**src/rtl/prio_arbiter8_if.sv**
```systemverilog
`default_nettype none
// ============================================================================
// Module      : prio_arbiter8_if
// Description : Request/grant bundle between eight clients and prio_arbiter8.
//               req/mode come from the client side; gnt, gnt_idx, gnt_valid
//               and preempt are returned by the arbiter.
//                 req       [7:0] bit k high = client k wants/uses resource
//                 mode            0 = fixed priority, 1 = round-robin
//                 gnt       [7:0] registered one-hot grant
//                 gnt_idx   [2:0] index of granted client (0 when idle)
//                 gnt_valid       a grant is active
//                 preempt         one-cycle pulse after a hold-limit release
// Revision    : 1.0 - initial release
// ============================================================================
interface prio_arbiter8_if;
    logic [7:0] req;
    logic       mode;
    logic [7:0] gnt;
    logic [2:0] gnt_idx;
    logic       gnt_valid;
    logic       preempt;

    // Client side drives requests and mode, observes the grant.
    modport master (
        output req,
        output mode,
        input  gnt,
        input  gnt_idx,
        input  gnt_valid,
        input  preempt
    );

    // Arbiter side.
    modport slave (
        input  req,
        input  mode,
        output gnt,
        output gnt_idx,
        output gnt_valid,
        output preempt
    );
endinterface
`default_nettype wire

```
**src/rtl/prio_arbiter8.sv**
```systemverilog
`default_nettype none
// ============================================================================
// Module      : prio_arbiter8
// Description : Eight-requester arbiter, fixed priority or round-robin.
//               The winner is the first set request scanning down from a
//               search pointer (7 in fixed mode, stored ptr in round-robin).
//               A grant is held while the winner keeps requesting, up to
//               MAX_HOLD cycles, then forcibly released with a preempt pulse.
//               Every release is followed by one idle bubble cycle.
// Ports       : clk        - clock, rising edge
//               rst        - synchronous active-high reset
//               bus        - prio_arbiter8_if.slave (req, mode in;
//                            gnt, gnt_idx, gnt_valid, preempt out)
// Parameters  : MAX_HOLD   - max consecutive grant cycles (2..255)
// Revision    : 1.0 - initial release
// ============================================================================
module prio_arbiter8 #(
    parameter int MAX_HOLD = 16
) (
    input  wire logic          clk,
    input  wire logic          rst,
    prio_arbiter8_if.slave     bus
);

    localparam logic [7:0] c_max_hold = 8'(MAX_HOLD);

    typedef enum logic [0:0] {
        ST_IDLE  = 1'b0,
        ST_GRANT = 1'b1
    } state_t;

    state_t     r_state,     w_state_nxt;
    logic [2:0] r_ptr,       w_ptr_nxt;
    logic [7:0] r_hold_cnt,  w_hold_cnt_nxt;
    logic       r_rr_mode,   w_rr_mode_nxt;   // mode latched at arbitration
    logic [7:0] r_gnt,       w_gnt_nxt;
    logic [2:0] r_gnt_idx,   w_gnt_idx_nxt;
    logic       r_gnt_valid, w_gnt_valid_nxt;
    logic       r_preempt,   w_preempt_nxt;

    // ------------------------------------------------------------------
    // Winner search: scan ptr, ptr-1, ... ptr-7 (mod 8), first set wins.
    // ------------------------------------------------------------------
    logic [2:0] w_search_ptr;
    logic [2:0] w_cand;
    logic [2:0] w_winner;
    logic       w_found;

    always_comb begin
        w_search_ptr = bus.mode ? r_ptr : 3'd7;
        w_cand       = 3'd0;
        w_winner     = 3'd0;
        w_found      = 1'b0;
        for (int i = 0; i < 8; i++) begin
            w_cand = w_search_ptr - 3'(i);
            if (!w_found && bus.req[w_cand]) begin
                w_found  = 1'b1;
                w_winner = w_cand;
            end
        end
    end

    // ------------------------------------------------------------------
    // Next-state and output logic
    // ------------------------------------------------------------------
    logic w_owner_req;
    logic w_limit;

    assign w_owner_req = bus.req[r_gnt_idx];
    assign w_limit     = (r_hold_cnt == c_max_hold);

    always_comb begin
        w_state_nxt     = r_state;
        w_ptr_nxt       = r_ptr;
        w_hold_cnt_nxt  = r_hold_cnt;
        w_rr_mode_nxt   = r_rr_mode;
        w_gnt_nxt       = r_gnt;
        w_gnt_idx_nxt   = r_gnt_idx;
        w_gnt_valid_nxt = r_gnt_valid;
        w_preempt_nxt   = 1'b0;

        case (r_state)
            ST_IDLE: begin
                if (w_found) begin
                    w_state_nxt     = ST_GRANT;
                    w_gnt_nxt       = 8'd1 << w_winner;
                    w_gnt_idx_nxt   = w_winner;
                    w_gnt_valid_nxt = 1'b1;
                    w_hold_cnt_nxt  = 8'd1;
                    w_rr_mode_nxt   = bus.mode;
                end
            end
            ST_GRANT: begin
                if (!w_owner_req || w_limit) begin
                    // Release: a still-requesting owner means a forced release.
                    w_state_nxt     = ST_IDLE;
                    w_gnt_nxt       = 8'd0;
                    w_gnt_idx_nxt   = 3'd0;
                    w_gnt_valid_nxt = 1'b0;
                    w_hold_cnt_nxt  = 8'd0;
                    w_preempt_nxt   = w_owner_req;
                    // Round-robin: the released client becomes last in order.
                    if (r_rr_mode) begin
                        w_ptr_nxt = r_gnt_idx - 3'd1;
                    end
                end else begin
                    w_hold_cnt_nxt = r_hold_cnt + 8'd1;
                end
            end
            default: begin
                w_state_nxt = ST_IDLE;
            end
        endcase
    end

    always_ff @(posedge clk) begin
        if (rst) begin
            r_state     <= ST_IDLE;
            r_ptr       <= 3'd7;
            r_hold_cnt  <= 8'd0;
            r_rr_mode   <= 1'b0;
            r_gnt       <= 8'd0;
            r_gnt_idx   <= 3'd0;
            r_gnt_valid <= 1'b0;
            r_preempt   <= 1'b0;
        end else begin
            r_state     <= w_state_nxt;
            r_ptr       <= w_ptr_nxt;
            r_hold_cnt  <= w_hold_cnt_nxt;
            r_rr_mode   <= w_rr_mode_nxt;
            r_gnt       <= w_gnt_nxt;
            r_gnt_idx   <= w_gnt_idx_nxt;
            r_gnt_valid <= w_gnt_valid_nxt;
            r_preempt   <= w_preempt_nxt;
        end
    end

    assign bus.gnt       = r_gnt;
    assign bus.gnt_idx   = r_gnt_idx;
    assign bus.gnt_valid = r_gnt_valid;
    assign bus.preempt   = r_preempt;

endmodule
`default_nettype wire

```
**src/flat_wrapper.sv**
```systemverilog
// flat-port wrapper written by rule: the top's interface ports become plain ports
module prio_arbiter8_flat 
#(
    parameter int MAX_HOLD = 16
)
  (clk, rst, bus_req, bus_mode, bus_gnt, bus_gnt_idx, bus_gnt_valid, bus_preempt);
  prio_arbiter8_if bus_i ();
  input  wire logic clk;
  input  wire logic rst;
  input wire logic [$bits(bus_i.req)-1:0] bus_req;
  input wire logic [$bits(bus_i.mode)-1:0] bus_mode;
  output wire logic [$bits(bus_i.gnt)-1:0] bus_gnt;
  output wire logic [$bits(bus_i.gnt_idx)-1:0] bus_gnt_idx;
  output wire logic [$bits(bus_i.gnt_valid)-1:0] bus_gnt_valid;
  output wire logic [$bits(bus_i.preempt)-1:0] bus_preempt;
  assign bus_i.req = bus_req;
  assign bus_i.mode = bus_mode;
  assign bus_gnt = bus_i.gnt;
  assign bus_gnt_idx = bus_i.gnt_idx;
  assign bus_gnt_valid = bus_i.gnt_valid;
  assign bus_preempt = bus_i.preempt;
  prio_arbiter8 #(.MAX_HOLD(MAX_HOLD)) u_core (.clk(clk), .rst(rst), .bus(bus_i));
endmodule
```
**config.mk**
```make
export PLATFORM = sky130hd
export DESIGN_NAME = prio_arbiter8_flat
export DESIGN_NICKNAME = d
export VERILOG_FILES = /design/src/rtl/prio_arbiter8_if.sv /design/src/rtl/prio_arbiter8.sv /design/src/flat_wrapper.sv
export SDC_FILE = /design/constraint.sdc
export NUM_CORES = 1
export LEC_CHECK = 0
export ABC_AREA = 1
export BUFFER_PORTS_ARGS = -buffer_cell sky130_fd_sc_hd__buf_4
export CAP_MARGIN = 20
export CORE_UTILIZATION = 33
export DETAILED_ROUTE_END_ITERATION = 8
export GPL_ROUTABILITY_DRIVEN = 0
export PLACE_DENSITY = 0.5
export SYNTH_ARGS = -nofsm -noshare
export SYNTH_HDL_FRONTEND = slang
export SYNTH_SLANG_ARGS = --single-unit
```
**constraint.sdc**
```tcl
create_clock -name clk -period 4.4 [get_ports clk]
set_input_delay 0.44 -clock clk [delete_from_list [all_inputs] [get_ports clk]]
set_output_delay 0.44 -clock clk [all_outputs]
set_load 0.02 [all_outputs]
```
# [After elaboration in Yosys (flattened, before gate mapping)]
# Cells that the tools add are included.
[op_classes] n_eq_ne=3 n_lt_le_gt_ge=9 muxes=50 bitwise_logic=2 n_addsub=9 shifts=1 n_reduce_logical=20
[ops] cell="3-bit by 4-bit less-than comparator with 1-bit output, second input constant" n=9
[ops] cell="3-bit two-way mux" n=11
[ops] cell="8-bit two-way mux" n=4
[ops] cell="8-bit one-hot mux with 2 select lines" n=2
[ops] cell="1-bit binary-select mux with 3-bit select" n=9
[ops] cell="1-bit two-way mux" n=21
[ops] cell="3-bit subtractor, second input constant" n=4
[ops] cell="8-bit by 1-bit adder with 8-bit output, second input constant" n=1
[ops] cell="8-bit by 5-bit == test with 1-bit output, second input constant" n=1
[ops] cell="1-bit logical NOT" n=8
[ops] cell="1-bit by 3-bit left shift with 8-bit output, first input constant" n=1
[ops] cell="1-bit logical AND" n=7
[ops] cell="3-bit one-hot mux with 2 select lines" n=1
[ops] cell="3-bit by 1-bit subtractor with 3-bit output, second input constant" n=2
[ops] cell="3-bit by 2-bit subtractor with 3-bit output, second input constant" n=2
[ops] cell="1-bit one-hot mux with 2 select lines" n=2
[ops] cell="2-bit AND reduction" n=2
[ops] cell="3-bit AND reduction" n=1
[ops] cell="3-bit OR reduction" n=1
[ops] cell="2-bit by 1-bit inequality test with 1-bit output, second input constant" n=1
[ops] cell="2-bit inequality test, second input constant" n=1
[ops] cell="1-bit inverter" n=2
[ops] cell="1-bit logical OR" n=1
[totals] word_cells=102 inputBits=11 ff_bits=26

# [Logic depth before layout (Yosys ltp)]
# Gate-level depths: netlist of the first run.
[depth] word_depth=28 ltp_mapped=19 mapped_depth_nobuf=18

# [Least setup slack after synthesis of the first run]
# OpenSTA, ideal clock, no wires.
[synth_timing] path_kind="in2reg" startpoint="in bus_mode" endpoint="reg u_core.r_gnt[0] (netlist: u_core.bus.gnt[0])" t_arrival_ns=2.456 setup_slack_ns=1.875 path_stages=17 setup_ns=0.069 required_ns=4.331 cell_sequence="buf_6 nand2_4 buf_12 ha_1 inv_1 nand2_1 nand2_2 o21ai_4 nand4_4 nor2_4 nand3_4 nor2_8 nor2_4 inv_2 buf_12 nand2_4 a21oi_2"
[synth_via] elab_chain_len=28 word_cells_on_any_way=59 cone_classes="add/sub: 7; eq/ne: 1; shift: 1; mux: 35; reduce/logical: 15"
[synth_lines] item="start: declaration" line="flat_wrapper.sv:11" text="input wire logic [$bits(bus_i.mode)-1:0] bus_mode;"
[synth_lines] item="3-bit two-way mux *" line="prio_arbiter8.sv:50" text="w_search_ptr = bus.mode ? r_ptr : 3'd7;"
[synth_lines] item="parallel branches: the longest is 27 deep, another holds 3-bit by 1-bit subtractor with 3-bit output"
[synth_lines] item="end signal: assignment" line="prio_arbiter8.sv:131" text="r_gnt <= w_gnt_nxt;"
[synth_lines] item="end: declaration" line="prio_arbiter8.sv:36" text="logic [7:0] r_gnt, w_gnt_nxt;"
# Mark *: on every way between the ends. The select of a mux whose other input is x is not followed.
# A chain may end at the register's enable or synchronous reset.

# [Worst setup path after layout of the first run]
[layout_timing] startpoint="reg u_core.r_ptr[0]" endpoint="reg u_core.r_gnt_valid (netlist: u_core.bus.gnt_valid)"
[layout_via] elab_chain_len=27 word_cells_on_any_way=48 cone_classes="add/sub: 7; eq/ne: 1; mux: 25; reduce/logical: 15"
[layout_lines] item="start: declaration" line="prio_arbiter8.sv:33" text="logic [2:0] r_ptr, w_ptr_nxt;"
[layout_lines] item="start signal: assignment" line="prio_arbiter8.sv:128" text="r_ptr <= w_ptr_nxt;"
[layout_lines] item="3-bit two-way mux *" line="prio_arbiter8.sv:50"
[layout_lines] item="parallel branches: the longest is 23 deep, another holds 3-bit by 1-bit subtractor with 3-bit output"
[layout_lines] item="1-bit two-way mux *" line="prio_arbiter8.sv:56" text="if (!w_found && bus.req[w_cand]) begin"
[layout_lines] item="2-bit by 1-bit inequality test with 1-bit output (no line) *"
[layout_lines] item="2-bit AND reduction (no line) *"
[layout_lines] item="end signal: assignment" line="prio_arbiter8.sv:133" text="r_gnt_valid <= w_gnt_valid_nxt;"
[layout_lines] item="end: declaration" line="prio_arbiter8.sv:38" text="logic r_gnt_valid, w_gnt_valid_nxt;"
# Marks and branches as above.

==> results.ini, run 1 <==
[outcome]
outcome=finished clean

[timing]
rsz0062_at_grt=false
setup_viol=0
drv_slew=0
whs_ps=491
slew_headroom_pct=69.5
hold_viol_final=0
fin_skew_ps=5.43
fmax_ghz=0.328
fin_crit_sh_pct=69.3
layout_min_cycle_time_ps=3050
worst_pin_slew_ps=456
tns_ps=0

[global_route]
grt_pass1_wl_mm=10.3
grt_start_max_net_pins=26
grt_pass1_vias=2066
grt_usage_pct=17.4
overflow=0
antenna_found_initial=0

[clocking]
cts_hold_buf=0
cts_sinks=26
cts_root_buf=clkbuf_8
cts_buffers=3
cts_tree=built
cts_resized=0
ctsLongestPathBuffers=2
clk_pin_slew_worst_paths_ps=90
clk_latency_ps=280
h-tree-depth=1
post_cts_buffers=0

[layout]
diodes=0
final_cells=473
fillerInstances=747
syn2layout_area_growth_pct=11.9
drive_gt1_share_pct=22.8
fin_nets=394

[route]
drt-initial-drc-count=184
final_antenna_net_count=0
dr.pass1.iters=4
viasPerCell=4.85
wl_mm=6.11
via_count=2294
routedWlPerCell_um=12.9
drt_drc_violations_left=0

[place]
io_buffers=23
placed_cells=469
dp_hpwl_mm=4.90

[setup_path]
crit_fanout=17
critPathCaptureType=flip-flop
start_kind=flip-flop
path_class=flip-flop to flip-flop
cp.required_ps=4630
worstPathArrival_ps=3270

[power]
p_leak_nw=1.33
peakVddDrop_uv=170
power_density_mw_per_mm2=275

[run]
cap_viol_max_count=0

[synthesis]
synth_edf_count=0
syn_area_mm2=0.00237
postSynthAreaPerCell_um2=6.63
synth_nets=374
ys.flop_type=dfxtp_1
yosysWarnings=0
postSynthCellCount=358
async_flop_share_pct=0
synth_seq_area_share_pct=21.9
ys_ff_latch=26
synth_cell_types=33

[floorplan]
start_util_pct=34.6
die_h_um=86.8
dieWidth_um=86.8
die_area_mm2=0.00754
fp-row-count=30
ios=24
core_area_mm2=0.00687

[min_path]
hold_path.class=flip-flop to flip-flop

-- layer usage --
metal / track usage, % / share of wire [%] / vias up
li1: - / - / 1200
met1: 25.5 / 52 / 1038
met2: 26.3 / 43 / 45
met3: 1.52 / 3.2 / 11
met4: 6.06 / 2.4 / 0
met5: 0 / 0 / -
-- final timing paths --
kind                            slack, ps                   end               from  cells after the start
worst min-delay path                  490     u_core.bus.gnt[2]  u_core.bus.gnt[2]                      2
worst max-delay path                 1350  u_core.bus.gnt_valid    u_core.r_ptr[0]                     17
worst min register to register        490     u_core.bus.gnt[2]  u_core.bus.gnt[2]                      2
worst max register to register       1350  u_core.bus.gnt_valid    u_core.r_ptr[0]                     17
-- power by group --
part | switching, mW | internal, mW
sequential | 0.0185 | 0.250
clock | 0.0784 | 0.122
combinational | 0.176 | 0.0854
-- area by class of cell --
cell class              instances  area (um2)  area share, %
clock buffers                   3        41.3           1.55
clock inverters                 1        30.0           1.13
inverters                      42         158           5.93
multi-input cells             282        1610           60.8
flip-flops and latches         26         520           19.6
well taps                      96         120           4.52
repair buffers                 23         173           6.50
-- synthesized netlist by cell type (2+ instances only) --
library cell	count	area share (%)
clkbuf_1	2	0.32
nor4_1	2	0.53
nand2_1	97	15
ha_1	5	2.6
dfxtp_1	26	22
nor2_1	34	5.4
inv_1	34	5.4
nor2_8	2	1.7
nand3b_1	3	0.95
nand4_1	6	1.6
a21oi_2	10	3.7
a21oi_1	17	3.6
nand2_2	7	1.8
nand2_4	12	5.7
a31oi_2	2	1.1
o21ai_0	10	2.1
buf_6	2	0.95
nand3_2	11	4.6
nor2_4	3	1.4
xor2_1	3	1.1
nand3_1	48	10
xnor2_1	4	1.5
inv_2	7	1.1
buf_12	2	1.7
-- flip-flops by register name, indices dropped and copies added, names as in the netlist --
name and flops:
u_core.r_rr_mode 1, u_core.bus.gnt_idx 3, u_core.r_hold_cnt 8, u_core.bus.preempt 1, u_core.bus.gnt 8, u_core.r_state 1
u_core.bus.gnt_valid 1, u_core.r_ptr 3
-- layout by cell type, fill, tap and decap left out, types with 2 or more instances in the layout --
cell type | Yosys | layout
nand2_2 | 7 | 7
ha_1 | 5 | 5
inv_2 | 7 | 7
nand3b_1 | 3 | 3
xor2_1 | 3 | 3
nand3_1 | 48 | 48
a21oi_1 | 17 | 17
nor2_4 | 3 | 3
nor2_1 | 34 | 34
o21ai_0 | 10 | 10
a21oi_2 | 10 | 10
clkbuf_8 | 0 | 3
nor2_8 | 2 | 2
nand2_1 | 97 | 97
dfxtp_1 | 26 | 26
xnor2_1 | 4 | 4
a31oi_2 | 2 | 2
nand2_4 | 12 | 12
inv_1 | 34 | 34
nand3_2 | 11 | 11
nand4_1 | 6 | 6
buf_4 | 1 | 23
nor4_1 | 2 | 2
-- worst max-delay path, stage by stage (launching register included) --
cell and delay (ps):
dfxtp_1 380, inv_2 230, nand2_4 190, ha_1 430, inv_1 80, nand2_1 80
nand2_2 80, o21ai_4 190, nand4_4 130, nor2_4 210, nand3_4 130, nor2_8 190
nor2_4 50, inv_2 330, nand2_1 90, nand2_1 70, nand2_1 50, inv_1 50
-- metrics by stage --
stage / power [mW] / cell area [um2] / utilization [%] / setup slack [ps]
CTS: 0.742 / 2660 / 38.7 / 1350
floorplan: 0.475 / 2370 / - / 1880
global placement: 0.539 / 2580 / 37.6 / 1290
finish: 0.731 / 2660 / 38.7 / 1350
detailed placement: 0.536 / 2580 / 37.6 / 1300
global route: 0.780 / 2660 / 38.7 / 1130
-- kinds of logic after synthesis --
family	after synthesis	share of synthesized area (%)
AOI/OAI and AO/OA	41	11.5
xor gates and xnor gates	7	2.58
adders and majority gates	5	2.64
buffers and inverters	50	10.1
DFF	26	21.9
and+or+nand+nor	229	51.3
No activity file was read; power rests on OpenSTA's default activity.
==> run 2: changes to the inputs <==
- clock period: 4.4 -> 3.15 ns (I/O delays scaled with it)
==> run 2 against run 1 <==
Critical endpoint unchanged. Final area is 1.1% higher. Critical path depth is the same. Global-route usage shrank 0.11 points. Largest power group unchanged.
==> results.ini, run 2 (synthesis results as in run 1) <==
[outcome]
outcome=finished clean  ; unchanged

[route]
dr.pass1.iters=8  ; was 4
routedWlPerCell_um=12.6  ; was 12.9 um
drt_drc_violations_left=0  ; unchanged
final_antenna_net_count=0  ; unchanged
viasPerCell=4.76  ; was 4.85
via_count=2271  ; was 2294
wl_mm=6.02  ; was 6.11 mm
drt-initial-drc-count=195  ; was 184

[floorplan]
start_util_pct=34.6  ; unchanged
die_area_mm2=0.00754  ; unchanged
die_h_um=86.8  ; unchanged
ios=24  ; unchanged
dieWidth_um=86.8  ; unchanged
fp-row-count=30  ; unchanged
core_area_mm2=0.00687  ; unchanged

[power]
p_leak_nw=1.35  ; was 1.33 nW
peakVddDrop_uv=268  ; was 170 uV
power_density_mw_per_mm2=382  ; was 275 mW/mm2

[timing]
setup_slack_ps=291  ; was 1350 ps
setup_viol=0  ; unchanged
worst_pin_slew_ps=510  ; was 456 ps
tns_ps=0  ; unchanged
layout_min_cycle_time_ps=2860  ; was 3050 ps
fin_skew_ps=12.5  ; was 5.43 ps
fmax_ghz=0.350  ; was 0.328 GHz
hold_viol_final=0  ; unchanged
fin_crit_sh_pct=90.8  ; was 69.3%
drv_slew=0  ; unchanged
rsz0062_at_grt=false  ; unchanged
slew_headroom_pct=65.9  ; was 69.5%

[setup_path]
crit_path_cell_trace=inv_2 > nand2_4 > ha_1 > inv_1 > nand2_1 > nand2_2 > o21ai_4 > nand4_4 > nor2_4 > nand3_4 > nor2_8 > nor2_4 > inv_2 > nand2_1 > nand2_1 > nand2_1 > inv_1  ; unchanged
worstPathArrival_ps=3080  ; was 3270 ps
cpMaxStageDelayCell=ha_1  ; unchanged
cp.required_ps=3370  ; was 4630 ps
start_kind=flip-flop  ; unchanged
cpMostUsedCell=nand2_1  ; unchanged
crit_buf_inv=4  ; unchanged
path_class=flip-flop to flip-flop  ; unchanged
critPathTopFamily=simple AND/OR/NAND/NOR gates  ; unchanged
crit_fanout=12  ; was 17
critPathCaptureType=flip-flop  ; unchanged
critPathMaxStageDelay_ps=400  ; was 430 ps

[clocking]
h-tree-depth=1  ; unchanged
cts_root_buf=clkbuf_8  ; unchanged
clk_pin_slew_worst_paths_ps=100  ; was 90 ps
cts_resized=0  ; unchanged
post_cts_buffers=0  ; unchanged
cts_sinks=26  ; unchanged
cts_tree=built  ; unchanged
ctsLongestPathBuffers=2  ; unchanged
cts_buffers=3  ; unchanged
clk_latency_ps=280  ; about the same
cts_hold_buf=0  ; unchanged

[layout]
fillerInstances=731  ; was 747
drive_gt1_share_pct=23.6  ; was 22.8%
syn2layout_area_growth_pct=13.2  ; was 11.9%
utilization_pct=39.1  ; was 38.7%
final_cell_mix=nand2_1, nand3_1, inv_1, nor2_1, buf_4  ; was nand2_1, nand3_1, inv_1, nor2_1, dfxtp_1
diodes=0  ; unchanged
fin_nets=398  ; was 394
final_common_cell=nand2_1  ; unchanged

[place]
dp_hpwl_mm=4.87  ; was 4.90 mm
io_buffers=23  ; unchanged
place_ws_ps=238  ; was 1300 ps

[run]
cap_viol_max_count=0  ; unchanged

[min_path]
hold_path.class=input pin to flip-flop  ; was flip-flop to flip-flop

[global_route]
grt_pass1_vias=2054  ; was 2066
grt_pass1_wl_mm=10.2  ; was 10.3 mm
antenna_found_initial=0  ; unchanged
grt_usage_pct=17.2  ; was 17.4%
grt_start_max_net_pins=26  ; unchanged
overflow=0  ; unchanged

[run 2: final timing paths]
kind / cells after the start / end / from / slack, ps
min: 2 / u_core.bus.gnt[7] / rst / 410
max reg2reg: 17 / u_core.bus.gnt_valid / u_core.r_ptr[0] / 290
max: 17 / u_core.bus.gnt_valid / u_core.r_ptr[0] / 290
min reg2reg: 2 / u_core.bus.gnt[1] / u_core.bus.gnt[1] / 490
[run 2: per-layer routing]
metal | wire length [um] | part of all wire, % | track usage (%) | vias to the layer above
met5 | 0 | 0 | 0 | -
met1 | 3190 | 53 | 25.4 | 1006
met3 | 159 | 2.6 | 1.52 | 8
li1 | - | - | - | 1210
met2 | 2600 | 43 | 26.6 | 47
met4 | 77 | 1.3 | 4.85 | 0
[run 2: through the flow]
step,power (mW),instance area (um2),std cells,hold WS [ps]
global route,1.09,2690,477,417
floorplan,0.664,2370,358,465
global placement,0.754,2620,473,478
detailed placement,0.752,2620,473,481
CTS,1.03,2690,477,409
finish,1.03,2690,477,407
[run 2: final cells by class]
cell class / count / area (um2) / share of cell area, %
clock buffers: 3 / 41.3 / 1.54
multi-input cells: 282 / 1610 / 60.1
flip-flops and latches: 26 / 520 / 19.4
repair buffers: 27 / 203 / 7.55
well taps: 96 / 120 / 4.47
clock inverters: 1 / 30.0 / 1.12
inverters: 42 / 158 / 5.87
[run 2: report_power, final]
part	internal (mW)	switching, mW
combinational	0.122	0.247
clock	0.170	0.112
sequential	0.349	0.0257
==> run 3: changes to the inputs <==
- ABC_AREA: 1 -> unset
==> run 3 against run 2 <==
Utilization grew 1.0 points. Register-to-register slack lost 90 ps. Worst hold slack lost 48 ps. First-iteration DRC count shrank 25%. Final area grew 2.1%. Critical path depth shrank 6. Sequential cell count is the same. Largest cell class unchanged.
==> results.ini, run 3 <==
[route]
wl_mm=6.64  ; was 6.02 mm
dr.pass1.iters=4  ; was 8
drt_drc_violations_left=0  ; unchanged
drt-initial-drc-count=146  ; was 195
routedWlPerCell_um=16.4  ; was 12.6 um
viasPerCell=5.62  ; was 4.76
final_antenna_net_count=0  ; unchanged
via_count=2277  ; was 2271

[power]
swShare_pct=32.8  ; was 37.5%
power_density_mw_per_mm2=350  ; was 382 mW/mm2
pwr-share-clk_pct=29.0  ; was 27.5%
p_seq_share_pct=38.2  ; was 36.6%
combPwrFrac_pct=32.8  ; was 35.9%
p_leak_nw=1.06  ; was 1.35 nW
p_total_uw=960  ; was 1.03 mW
p_switching_uw=315  ; was 385 uW
peakVddDrop_uv=258  ; was 268 uV
power.internal_uw=645  ; was 642 uW

[timing]
fmax_ghz=0.339  ; was 0.350 GHz
setup_viol=0  ; unchanged
slew_headroom_pct=63.8  ; was 65.9%
fin_skew_ps=5.63  ; was 12.5 ps
drv_slew=0  ; unchanged
whs_ps=359  ; was 407 ps
hold_viol_final=0  ; unchanged
tns_ps=0  ; unchanged
worst_pin_slew_ps=542  ; was 510 ps
layout_min_cycle_time_ps=2950  ; was 2860 ps
rsz0062_at_grt=false  ; unchanged
fin_crit_sh_pct=93.5  ; was 90.8%

[synthesis]
yosysWarnings=0  ; unchanged
ys.flop_type=dfxtp_1  ; unchanged
synth_edf_count=0  ; unchanged
synth_nets=303  ; was 374
syn_area_mm2=0.00234  ; was 0.00237 mm2
synth_cell_types=77  ; was 33
async_flop_share_pct=0  ; unchanged
netlist_top_cells_area=dfxtp_1, mux4_2, mux2i_1, nor2_1, nand2_1  ; was dfxtp_1, nand2_1, nand3_1, nand2_4, inv_1
postSynthAreaPerCell_um2=8.15  ; was 6.63 um2
synth_top_cell_area_share_pct=22.2  ; was 21.9%
synth_seq_area_share_pct=22.2  ; was 21.9%
synth_area_leader_cell=dfxtp_1  ; unchanged
synth_common_cells=dfxtp_1, nor2_1, nand2_1, a21oi_1, o21ai_1  ; was nand2_1, nand3_1, inv_1, nor2_1, dfxtp_1
ys_ff_latch=26  ; unchanged
postSynthCellCount=287  ; was 358

[setup_path]
cp.required_ps=3330  ; was 3370 ps
crit_fanout=8  ; was 12
path_class=flip-flop to flip-flop  ; unchanged
worstPathArrival_ps=3120  ; was 3080 ps
critPathCaptureType=flip-flop  ; unchanged
start_kind=flip-flop  ; unchanged
rr_worst_depth=11  ; was 17

[min_path]
hold_path.class=input pin to flip-flop  ; unchanged
hold_path_depth=2  ; unchanged

[clocking]
cts_sinks=26  ; unchanged
cts_hold_buf=0  ; unchanged
cts_resized=0  ; unchanged
clk_pin_slew_worst_paths_ps=100  ; about the same
post_cts_buffers=0  ; unchanged
ctsLongestPathBuffers=2  ; unchanged
cts_buffers=3  ; unchanged
clk_latency_ps=270  ; was 280 ps
cts_tree=built  ; unchanged
h-tree-depth=1  ; unchanged
cts_root_buf=clkbuf_8  ; unchanged

[global_route]
overflow=0  ; unchanged
grt_usage_pct=18.9  ; was 17.2%
grt_pass1_vias=2127  ; was 2054
grt_pass1_wl_mm=11.0  ; was 10.2 mm
grt_start_max_net_pins=21  ; was 26
antenna_found_initial=0  ; unchanged

[layout]
final_common_cell=buf_4  ; was nand2_1
final_cell_mix=buf_4, nor2_1, dfxtp_1, nand2_1, a21oi_1  ; was nand2_1, nand3_1, inv_1, nor2_1, buf_4
syn2layout_area_growth_pct=17.2  ; was 13.2%
drive_gt1_share_pct=22.3  ; was 23.6%
fin_nets=326  ; was 398
diodes=0  ; unchanged

[run]
cap_viol_max_count=0  ; unchanged

[floorplan]
die_area_mm2=0.00743  ; was 0.00754 mm2
dieWidth_um=86.2  ; was 86.8 um
core_area_mm2=0.00683  ; was 0.00687 mm2
ios=24  ; unchanged
start_util_pct=34.2  ; was 34.6%
die_h_um=86.2  ; was 86.8 um
fp-row-count=30  ; unchanged

[place]
io_buffers=23  ; unchanged
dp_hpwl_mm=4.99  ; was 4.87 mm

[outcome]
outcome=finished clean  ; unchanged

-- run 3: cell types whose count changed in the layout (fill, tap and decap cells not counted), moves of 11 or more --
| cell | previous run | this run |
|---|---|---|
| inv_1 | 34 | 8 |
| mux2i_1 | 0 | 11 |
| nand2_1 | 97 | 25 |
| nand2_4 | 12 | 0 |
| nand3_1 | 48 | 10 |
| o21ai_1 | 0 | 12 |
-- run 3: final timing paths --
path,startpoint,endpoint,slack (ps)
worst max-delay path,u_core.r_ptr[0],u_core.bus.gnt[0],200
worst max register to register,u_core.r_ptr[0],u_core.bus.gnt[0],200
worst min register to register,u_core.bus.gnt[6],u_core.bus.gnt[6],460
worst min-delay path,rst,u_core.r_hold_cnt[3],360
-- run 3: power by group through the flow --
stage	Combinational, mW	Clock (mW)	Sequential (mW)
after floorplan	0.209	0	0.379
after global placement	0.311	0	0.375
after detailed placement	0.308	0	0.375
after CTS	0.310	0.290	0.367
after global routing	0.345	0.300	0.370
final	0.315	0.279	0.367
-- run 3: worst max-delay path: stages (launching register included) --
cell and delay [ps]:
dfxtp_1 340, and2b_1 260, inv_4 50, ha_1 260, xnor2_4 320, mux2i_1 160
o221a_2 370, nor4_2 390, o22ai_1 160, nand2_1 210, clkinv_1 140, a22o_1 190
-- run 3: layout make-up --
type                       count  area [um2]
fill                         720        4090
tap                           96         120
clock inverter                 1        30.0
inverter                      12        47.5
timing repair buffer          35         275
clock buffer                   3        41.3
multi-input combinational    232        1710
sequential                    26         520
-- run 3: logic make-up (layout without fill, tap and decap cells) --
logic type	Yosys count	after routing	synth area share [%]
buf+inv	29	51	5.51
compound gates	90	90	30.7
mux	17	17	10.0
xor+xnor	5	5	2.67
flops	26	26	22.2
fa+ha+maj	5	5	2.67
simple gates	115	115	26.2
-- run 3: layer usage --
metal  routed length [um]  up-vias  global-route usage [%]
met3                  283        6                    2.10
met2                 3060       58                    30.5
met4                   85        0                    5.00
met1                 3210     1081                    26.6
met5                    0        -                       0
li1                     -     1132                       -
-- run 3: stage by stage --
| stage | setup WS, ps | cell area (um2) | instances | utilization (%) |
|---|---|---|---|---|
| finish | 203 | 2740 | 405 | 40.1 |
| global route | 15.2 | 2740 | 405 | 40.1 |
| CTS | 183 | 2730 | 405 | 39.9 |
| detailed placement | 34.9 | 2650 | 401 | 38.8 |
| global placement | 129 | 2650 | 401 | 38.8 |
| floorplan | 139 | 2340 | 287 | - |
